`config.mk`:
```
export PLATFORM = sky130hd
export DESIGN_NAME = grid_wb_buffered
export DESIGN_NICKNAME = d
export VERILOG_FILES = /design/src/rtl/grid_wb_buffered.sv
export SDC_FILE = /design/constraint.sdc
export NUM_CORES = 1
export LEC_CHECK = 0
export BUFFER_PORTS_ARGS = -buffer_cell sky130_fd_sc_hd__buf_2
export CAP_MARGIN = 20
export CORE_ASPECT_RATIO = 1.25
export CORE_MARGIN = 3
export CORE_UTILIZATION = 51
export CTS_BUF_LIST = sky130_fd_sc_hd__clkbuf_8
export DETAILED_ROUTE_END_ITERATION = 16
export GPL_ROUTABILITY_DRIVEN = 0
export PLACE_DENSITY = 0.75
export RECOVER_POWER = 100
export SKIP_LAST_GASP = 1
export SLEW_MARGIN = 40
export SYNTH_ARGS = -nofsm -noshare
export SYNTH_HDL_FRONTEND = slang
export SYNTH_SLANG_ARGS = --single-unit
```
`constraint.sdc`:
```
create_clock -name clk -period 3.1 [get_ports clk]
set_clock_uncertainty 0.05 [all_clocks]
set_input_delay 0.465 -clock clk [delete_from_list [all_inputs] [get_ports clk]]
set_output_delay 0.465 -clock clk [all_outputs]
set_load 0.005 [all_outputs]
```
`src/rtl/grid_wb_buffered.sv`:
```
// grid_wb_buffered: gathers per-write-port grid IO results and queues complete sets toward writeback.
// Optional GRID_WB_TIMEOUT_EN forces completion of a stalled set after TIMEOUT_CYCLES collect cycles.
module grid_wb_buffered #(
  parameter int unsigned XLEN            = 32,
  parameter int unsigned NUM_IO_UNITS    = 8,
  parameter int unsigned NUM_WRITE_PORTS = 2,
  parameter int unsigned FIFO_DEPTH      = 4
`ifdef GRID_WB_TIMEOUT_EN
  ,
  parameter int unsigned TIMEOUT_CYCLES  = 256
`endif
) (
  input  logic                                                clk,
  input  logic                                                rst,
  input  logic [NUM_IO_UNITS*XLEN-1:0]                        io_unit_output_data,
  input  logic [NUM_IO_UNITS-1:0]                             io_unit_output_data_valid,
  input  logic [NUM_WRITE_PORTS*$clog2(NUM_IO_UNITS+1)-1:0]   io_unit_sels,
  input  logic                                                io_unit_sels_valid,
  output logic                                                sels_ready,
  output logic [NUM_WRITE_PORTS*XLEN-1:0]                     output_data,
  output logic                                                output_valid,
  input  logic                                                output_ack,
  output logic                                                wb_committing,
  output logic                                                timeout_err
);

  localparam int unsigned SEL_W = $clog2(NUM_IO_UNITS + 1);
  localparam int unsigned SET_W = NUM_WRITE_PORTS * XLEN;
  localparam int unsigned PTR_W = $clog2(FIFO_DEPTH);
  localparam int unsigned CNT_W = PTR_W + 1;

  localparam logic [1:0] IDLE    = 2'd0;
  localparam logic [1:0] COLLECT = 2'd1;
  localparam logic [1:0] COMMIT  = 2'd2;

  logic [1:0]                 r_state;
  logic [1:0]                 w_state_next;
  logic [NUM_WRITE_PORTS*SEL_W-1:0] r_sels;
  logic [NUM_WRITE_PORTS-1:0] r_captured;
  logic [NUM_WRITE_PORTS-1:0] w_captured_next;
  logic [SET_W-1:0]           r_cap;
  logic [SET_W-1:0]           w_cap_next;
  logic                       w_all_done;
  logic                       w_tmo;

  logic [SET_W-1:0]           r_mem [FIFO_DEPTH];
  logic [PTR_W-1:0]           r_wr_ptr;
  logic [PTR_W-1:0]           r_rd_ptr;
  logic [CNT_W-1:0]           r_count;
  logic                       w_full;
  logic                       w_push;
  logic                       w_pop;

  assign w_full        = (r_count == CNT_W'(FIFO_DEPTH));
  assign w_pop         = output_valid && output_ack;
  assign w_push        = (r_state == COMMIT) && (!w_full || w_pop);
  assign sels_ready    = (r_state == IDLE);
  assign output_valid  = (r_count != '0);
  assign output_data   = r_mem[r_rd_ptr];
  assign wb_committing = w_pop;

  // Per-port capture: unused select or valid selected unit captures; timeout fills remaining ports with 0.
  always_comb begin
    w_captured_next = r_captured;
    w_cap_next      = r_cap;
    w_all_done      = 1'b1;
    for (int p = 0; p < int'(NUM_WRITE_PORTS); p++) begin : g_port
      logic [SEL_W-1:0] sel;
      logic             hit;
      logic [XLEN-1:0]  hit_data;
      sel      = r_sels[p*SEL_W +: SEL_W];
      hit      = 1'b0;
      hit_data = '0;
      if (sel >= SEL_W'(NUM_IO_UNITS)) begin
        hit = 1'b1;
      end else begin
        for (int u = 0; u < int'(NUM_IO_UNITS); u++) begin
          if (sel == SEL_W'(u) && io_unit_output_data_valid[u]) begin
            hit      = 1'b1;
            hit_data = io_unit_output_data[u*XLEN +: XLEN];
          end
        end
      end
      if (!r_captured[p] && (hit || w_tmo)) begin
        w_captured_next[p]           = 1'b1;
        w_cap_next[p*XLEN +: XLEN]   = hit ? hit_data : '0;
      end
      w_all_done = w_all_done && w_captured_next[p];
    end
  end

  always_comb begin
    w_state_next = r_state;
    case (r_state)
      IDLE:    if (io_unit_sels_valid) w_state_next = COLLECT;
      COLLECT: if (w_all_done)         w_state_next = COMMIT;
      COMMIT:  if (w_push)             w_state_next = IDLE;
      default: w_state_next = IDLE;
    endcase
  end

  always_ff @(posedge clk) begin
    if (rst) begin
      r_state    <= IDLE;
      r_sels     <= '0;
      r_captured <= '0;
      r_cap      <= '0;
    end else begin
      r_state <= w_state_next;
      if (r_state == IDLE && io_unit_sels_valid) begin
        r_sels     <= io_unit_sels;
        r_captured <= '0;
      end else if (r_state == COLLECT) begin
        r_captured <= w_captured_next;
        r_cap      <= w_cap_next;
      end
    end
  end

  // Show-ahead FIFO; power-of-two depth lets pointers wrap naturally.
  always_ff @(posedge clk) begin
    if (rst) begin
      r_wr_ptr <= '0;
      r_rd_ptr <= '0;
      r_count  <= '0;
    end else begin
      if (w_push) r_wr_ptr <= r_wr_ptr + PTR_W'(1);
      if (w_pop)  r_rd_ptr <= r_rd_ptr + PTR_W'(1);
      if (w_push && !w_pop)      r_count <= r_count + CNT_W'(1);
      else if (!w_push && w_pop) r_count <= r_count - CNT_W'(1);
    end
  end

  always_ff @(posedge clk) begin
    if (w_push) r_mem[r_wr_ptr] <= r_cap;
  end

`ifdef GRID_WB_TIMEOUT_EN
  localparam int unsigned TMO_W = $clog2(TIMEOUT_CYCLES + 1);

  logic [TMO_W-1:0] r_tmo_cnt;
  logic             r_timeout_err;

  assign w_tmo       = (r_state == COLLECT) && (r_tmo_cnt == TMO_W'(TIMEOUT_CYCLES - 1));
  assign timeout_err = r_timeout_err;

  always_ff @(posedge clk) begin
    if (rst) begin
      r_tmo_cnt     <= '0;
      r_timeout_err <= 1'b0;
    end else begin
      if (r_state == IDLE && io_unit_sels_valid) r_tmo_cnt <= '0;
      else if (r_state == COLLECT)               r_tmo_cnt <= r_tmo_cnt + TMO_W'(1);
      if (w_tmo) r_timeout_err <= 1'b1;
    end
  end
`else
  assign w_tmo       = 1'b0;
  assign timeout_err = 1'b0;
`endif

endmodule

```
Word level (Yosys, flattened, before mapping)
Memory sizes are Yosys's and may differ from the RTL's. A register that Yosys moved wholly into a read port is not among the register bits. Index checks and enable logic that the tools add are counted.

Input port bits: 276. Word-level logic and storage cells: 125. Memory bits (writable): 256. Output and inout bits: 68. Register bits: 83. Memories kept: 1.

Memories: r_mem (words 4, width 64, read ports 1, clocked after Yosys merged registers in 1, wr ports 1, line 46) `logic [SET_W-1:0] r_mem [FIFO_DEPTH];`.

Reductions and logical operators: 39. Add/subtract/negate cells: 4. Equality and inequality tests: 20. Mux-type cells: 50. Order comparisons: 2. Bitwise gates (word level): 1.

Operators with widths (number): 32-bit two-way mux (20); 4-bit by 3-bit equality test with 1-bit output, second input constant (8); 1-bit logical AND (24); 1-bit two-way mux (22); 4-bit by 2-bit equality test with 1-bit output, second input constant (4); 2-bit two-way mux (5); 3-bit AND reduction (3); 4-bit by 1-bit equality test with 1-bit output, second input constant (2); 4-bit >= comparator, second input constant (2); 4-bit logical NOT (2); 3-bit two-way mux (2); 2-bit != test, second input constant (3); 2-bit one-hot mux with 3 select lines (1); 1-bit logical NOT (5); 2-bit by 1-bit adder with 2-bit output, second input constant (2); 3-bit by 1-bit adder with 3-bit output, second input constant (1); 3-bit equality test, second input constant (1); 3-bit nonzero test (1); 3-bit by 1-bit subtractor with 3-bit output, second input constant (1); 2-bit by 1-bit equality test with 1-bit output, second input constant (1); 2-bit equality test, second input constant (1); 2-bit logical NOT (1); 2-bit nonzero test (1); 2-bit OR reduction (1); 2 further kinds (2).

Depth between registers and ports, before layout
Word-level depth: 16. Depth in mapped cells: 9.

Worst setup path before layout
No wires, ideal clock.

Path kind: reg-to-reg. From: reg r_state[0]. To: mem r_mem[1][0] in the netlist's numbering (enable). Setup slack: 0.222 ns. Required time: 2.621 ns. Data arrival time: 2.400 ns. Clock period less this slack: 2.878 ns. Cell stages (with the launch flop): 4. Cells stage by stage: dfxtp_1 nand2b_1 nor2_1 and2_1.

Longest elaborated chain between the ends: 4.

RTL lines: start, declared (line 36) `logic [1:0] r_state;`; start signal, assigned (line 109) `r_state <= w_state_next;`; 2-bit equality test (line 56) `assign w_push = (r_state == COMMIT) && (!w_full || w_pop);`; 1-bit logical AND (line 56); via w_push (line 51) `logic w_push;`; 1-bit two-way mux (line 135) `if (w_push) r_mem[r_wr_ptr] <= r_cap;`; 1-bit two-way mux (implied by the code) (line 135); end, declared (line 46).

The timed path passes the listed nets, and every way through them passes these cells.

Worst setup path in the final report
From: reg r_state[0]. To: mem r_mem[2][49] in the netlist's numbering (enable).

Same word-level chain as after synthesis.

==> impl_metrics.yaml <==
finish:
  synthToLayoutAreaGrowth_pct: 20.7
  layout_commonest_cell: "buf_2"
  final_net_count: 1770
  final_design_area_no_fill_um2: 18800
  layout_common_cells: "buf_2, edfxtp_1, nor2_1, dfxtp_1, mux4_2"
  finalCoreUtilization: 0.633
  final_layout_size_suffix_gt1_frac: 0.331
clock_tree:
  clock_latency_ps: 570
  tritoncts_num_sinks: 341
  cts_max_path_buffers: 3
  cts_inserted_buffers: 52
  clock_slew_seen_by_the_registers_of_the_worst_setup_and_hold_paths_ps: 60
  buffers_inserted_during_post_cts_setup_optimization: 0
  htree_num_levels: 2
  cts_tree: "done"
  cts.repair.resized: 0
  root_buffer: "clkbuf_8"
  cts-hold-fix-buffers: 0
drt:
  drt_iter0_markers: 2168
  route.detailed.wl_per_inst_um: 27.6
  wirelength_um: 53300
  detail_route.first_pass.iterations: 9
  ant_nets: 0
  drt_drc: 0
  via_per_inst: 6.80
  vias: 13100
timing:
  fin_crit_share: 0.906
  final_max_slew_violation_count: 0
  finalCriticalPeriod_ps: 2810
  rsz0062_at_grt: "false"
  setup-violations-final: 0
  achievable-frequency_mhz: 356
  maxSlewHeadroom: 0.371
  setup_tns_ps: 0
  hold_viol_final: 0
  hold_ws_ps: 81.4
  worst_slew_pin_slew_ps: 943
global_routing:
  grt_most_used_layer: "met2"
  groute.usage.overall: 0.317
  use_met1: 0.399
  number_of_antenna_violations_at_the_first_check_in_global_routing: 4
  grt_first_pass_wirelength_um: 78100
  met2_usage: 0.505
  global_route.overflow_total: 0
  first_global_vias: 13000
  met3_layer_usage_reported_by_global_route: 0.0776
  grt_start_max_net_pins: 34
pwr:
  power.switching_mw: 3.00
  clkPwrFrac: 0.323
  report.power.total_mw: 10.9
  switching_share: 0.275
  share_seq_of_total_power: 0.477
  power.share.combinational: 0.201
  powerDensity_nw_per_um2: 582
  leakagePower_nw: 6.95
  internal_power_mw: 7.92
  max-vdd-ir-drop_mv: 0.471
synth:
  synthesis.area_per_instance_um2: 13.7
  ys_ff_latch: 341
  postSynth.asyncResetShare: 0
  postSynth.topFlopCell: "edfxtp_1"
  synth_fp_nets: 1422
  ys_warn_count: 0
  post_synthesis_instance_total: 1140
  synth_edf_count: 256
  yosys.area.top_type: "edfxtp_1"
  largest_family_of_logic_cells_by_synthesized_area: "compound AO/OA/AOI/OAI gates"
  netlist-cell-type-count: 61
  syn_area_um2: 15600
  post_synth_main_area_contributors: "edfxtp_1, dfxtp_1, mux4_2"
  synth_fa_ha_area_frac: 0.00530
  muxShareOfSynthArea: 0.110
  synth.yosys.seq_area_share: 0.603
  synth_largest_type_area_fraction: 0.494
  synth_compound_gate_area_share: 0.176
  synthSimpleGateAreaFrac: 0.0697
  synth-xor-area-share: 0.00281
place:
  postPlaceCellArea_um2: 17900
  dpl.hpwl_um: 37700
  portBuffers: 342
hold_path:
  holdCritPathClass: "primary input to register"
  hp-start: "io_unit_sels[1]"
setup_path:
  critical_path_class: "register to register"
  timing.critical_path.from_type: "register"
  critical-path-max-stage-delay_ps: 770
  timing.critical_path.required_ps: 3250
  end_kind: "register"
  worst_setup_path_start: "r_state[0]"
  rr_startpoint: "r_state[0]"
  timing.critical_path.max_delay_family: "simple AND/OR/NAND/NOR gates"
  critPathSlowestCell: "and2_2"
  worst-path-max-fanout: 29
  crit_buf_inv: 1
  worstPathArrival_ps: 2960
  crit_path_cell_trace: "nand2b_1 -> nor2_1 -> and2_2 -> clkbuf_4"
die:
  row_count: 70
  die-height_um: 201
  dieArea_um2: 32700
  die_w_um: 162
  start_util: 0.524
  coreArea_um2: 29700
  num_io_pins: 344
status:
  status: "completed"
job:
  max-cap-violations: 0
synth_stat cells (2+ instances only):
library cell,n
edfxtp_1,256
nor2_1,104
dfxtp_1,85
mux4_2,64
a21oi_1,56
clkbuf_1,53
o22ai_1,49
a222oi_1,45
a22oi_1,37
buf_2,37
nand3_1,37
a32o_1,31
o21ai_0,31
a22o_1,30
nand2_1,30
mux2i_1,25
a221oi_1,23
o221ai_1,16
a31oi_1,15
and3_1,10
a221oi_2,8
and2_1,8
buf_4,8
inv_1,8
nor2b_1,7
ha_1,5
o21ai_1,5
buf_1,4
nand4_1,4
nor3b_1,4
and3b_1,3
nand3b_1,3
nor3_1,3
xor2_1,3
a21oi_2,2
and4_1,2
buf_6,2
nand2b_1,2
or3_1,2
xnor2_1,2
power by group through the flow:
stage / logic, mW / registers, mW / clock network [mW]
finish: 2.19 / 5.21 / 3.53
global route: 2.32 / 5.23 / 3.77
CTS: 2.24 / 5.21 / 3.58
detailed placement: 2.23 / 5.31 / 0
global placement: 2.22 / 5.30 / 0
floorplan: 1.33 / 5.15 / 0
cells by family (layout without fill, tap and decap cells):
family	after synthesis	after routing
compound gates	356	356
flops	341	341
simple gates	228	228
buf+inv	112	503
mux	91	91
fa+ha+maj	6	6
xor+xnor	5	5
other cells	1	3
final cells by class:
class / instances / area, um^2
Tap cell: 396 / 495
Clock inverter: 36 / 175
Fill cell: 2258 / 10900
Antenna cell: 2 / 5.00
Sequential cell: 341 / 9400
Multi-Input combinational cell: 687 / 5680
Timing Repair Buffer: 398 / 2160
Clock buffer: 61 / 840
Inverter: 8 / 30.0
worst register-to-register path: cells and delay by family (launching register included):
| family | cells | cell delay, ps |
|---|---|---|
| buffers and inverters | 1 | 630 |
| AND/OR/NAND/NOR | 3 | 1380 |
| flip-flops | 1 | 360 |
registers in the layout (all words and copies together), names as in the netlist, named ones only:
signal and flops:
r_state 2, r_wr_ptr 2, r_captured 2, r_cap 64, r_count 3, r_mem 256, r_rd_ptr 2, r_sels 8
final timing paths:
kind | end | slack, ps | depth (start not counted)
min reg2reg | r_captured[1] | 440 | 2
max | r_mem[2][49] | 290 | 4
max reg2reg | r_mem[2][49] | 290 | 4
min | r_sels[1] | 80 | 3
metrics by stage:
| stage | worst slack, ps | std cells |
|---|---|---|
| 3_5_place_dp | 521 | 1830 |
| 6_report | 291 | 1929 |
| 3_3_place_gp | 544 | 1828 |
| 5_1_grt | 103 | 1929 |
| 2_1_floorplan | 222 | 1140 |
| 4_1_cts | 240 | 1927 |
per-layer routing:
layer,routed length (um),part of all wire
met5,16,0.00030
met4,3590,0.067
met3,7110,0.13
met2,24700,0.46
met1,17800,0.33
Note: power is estimated with default switching activity, not from simulation.
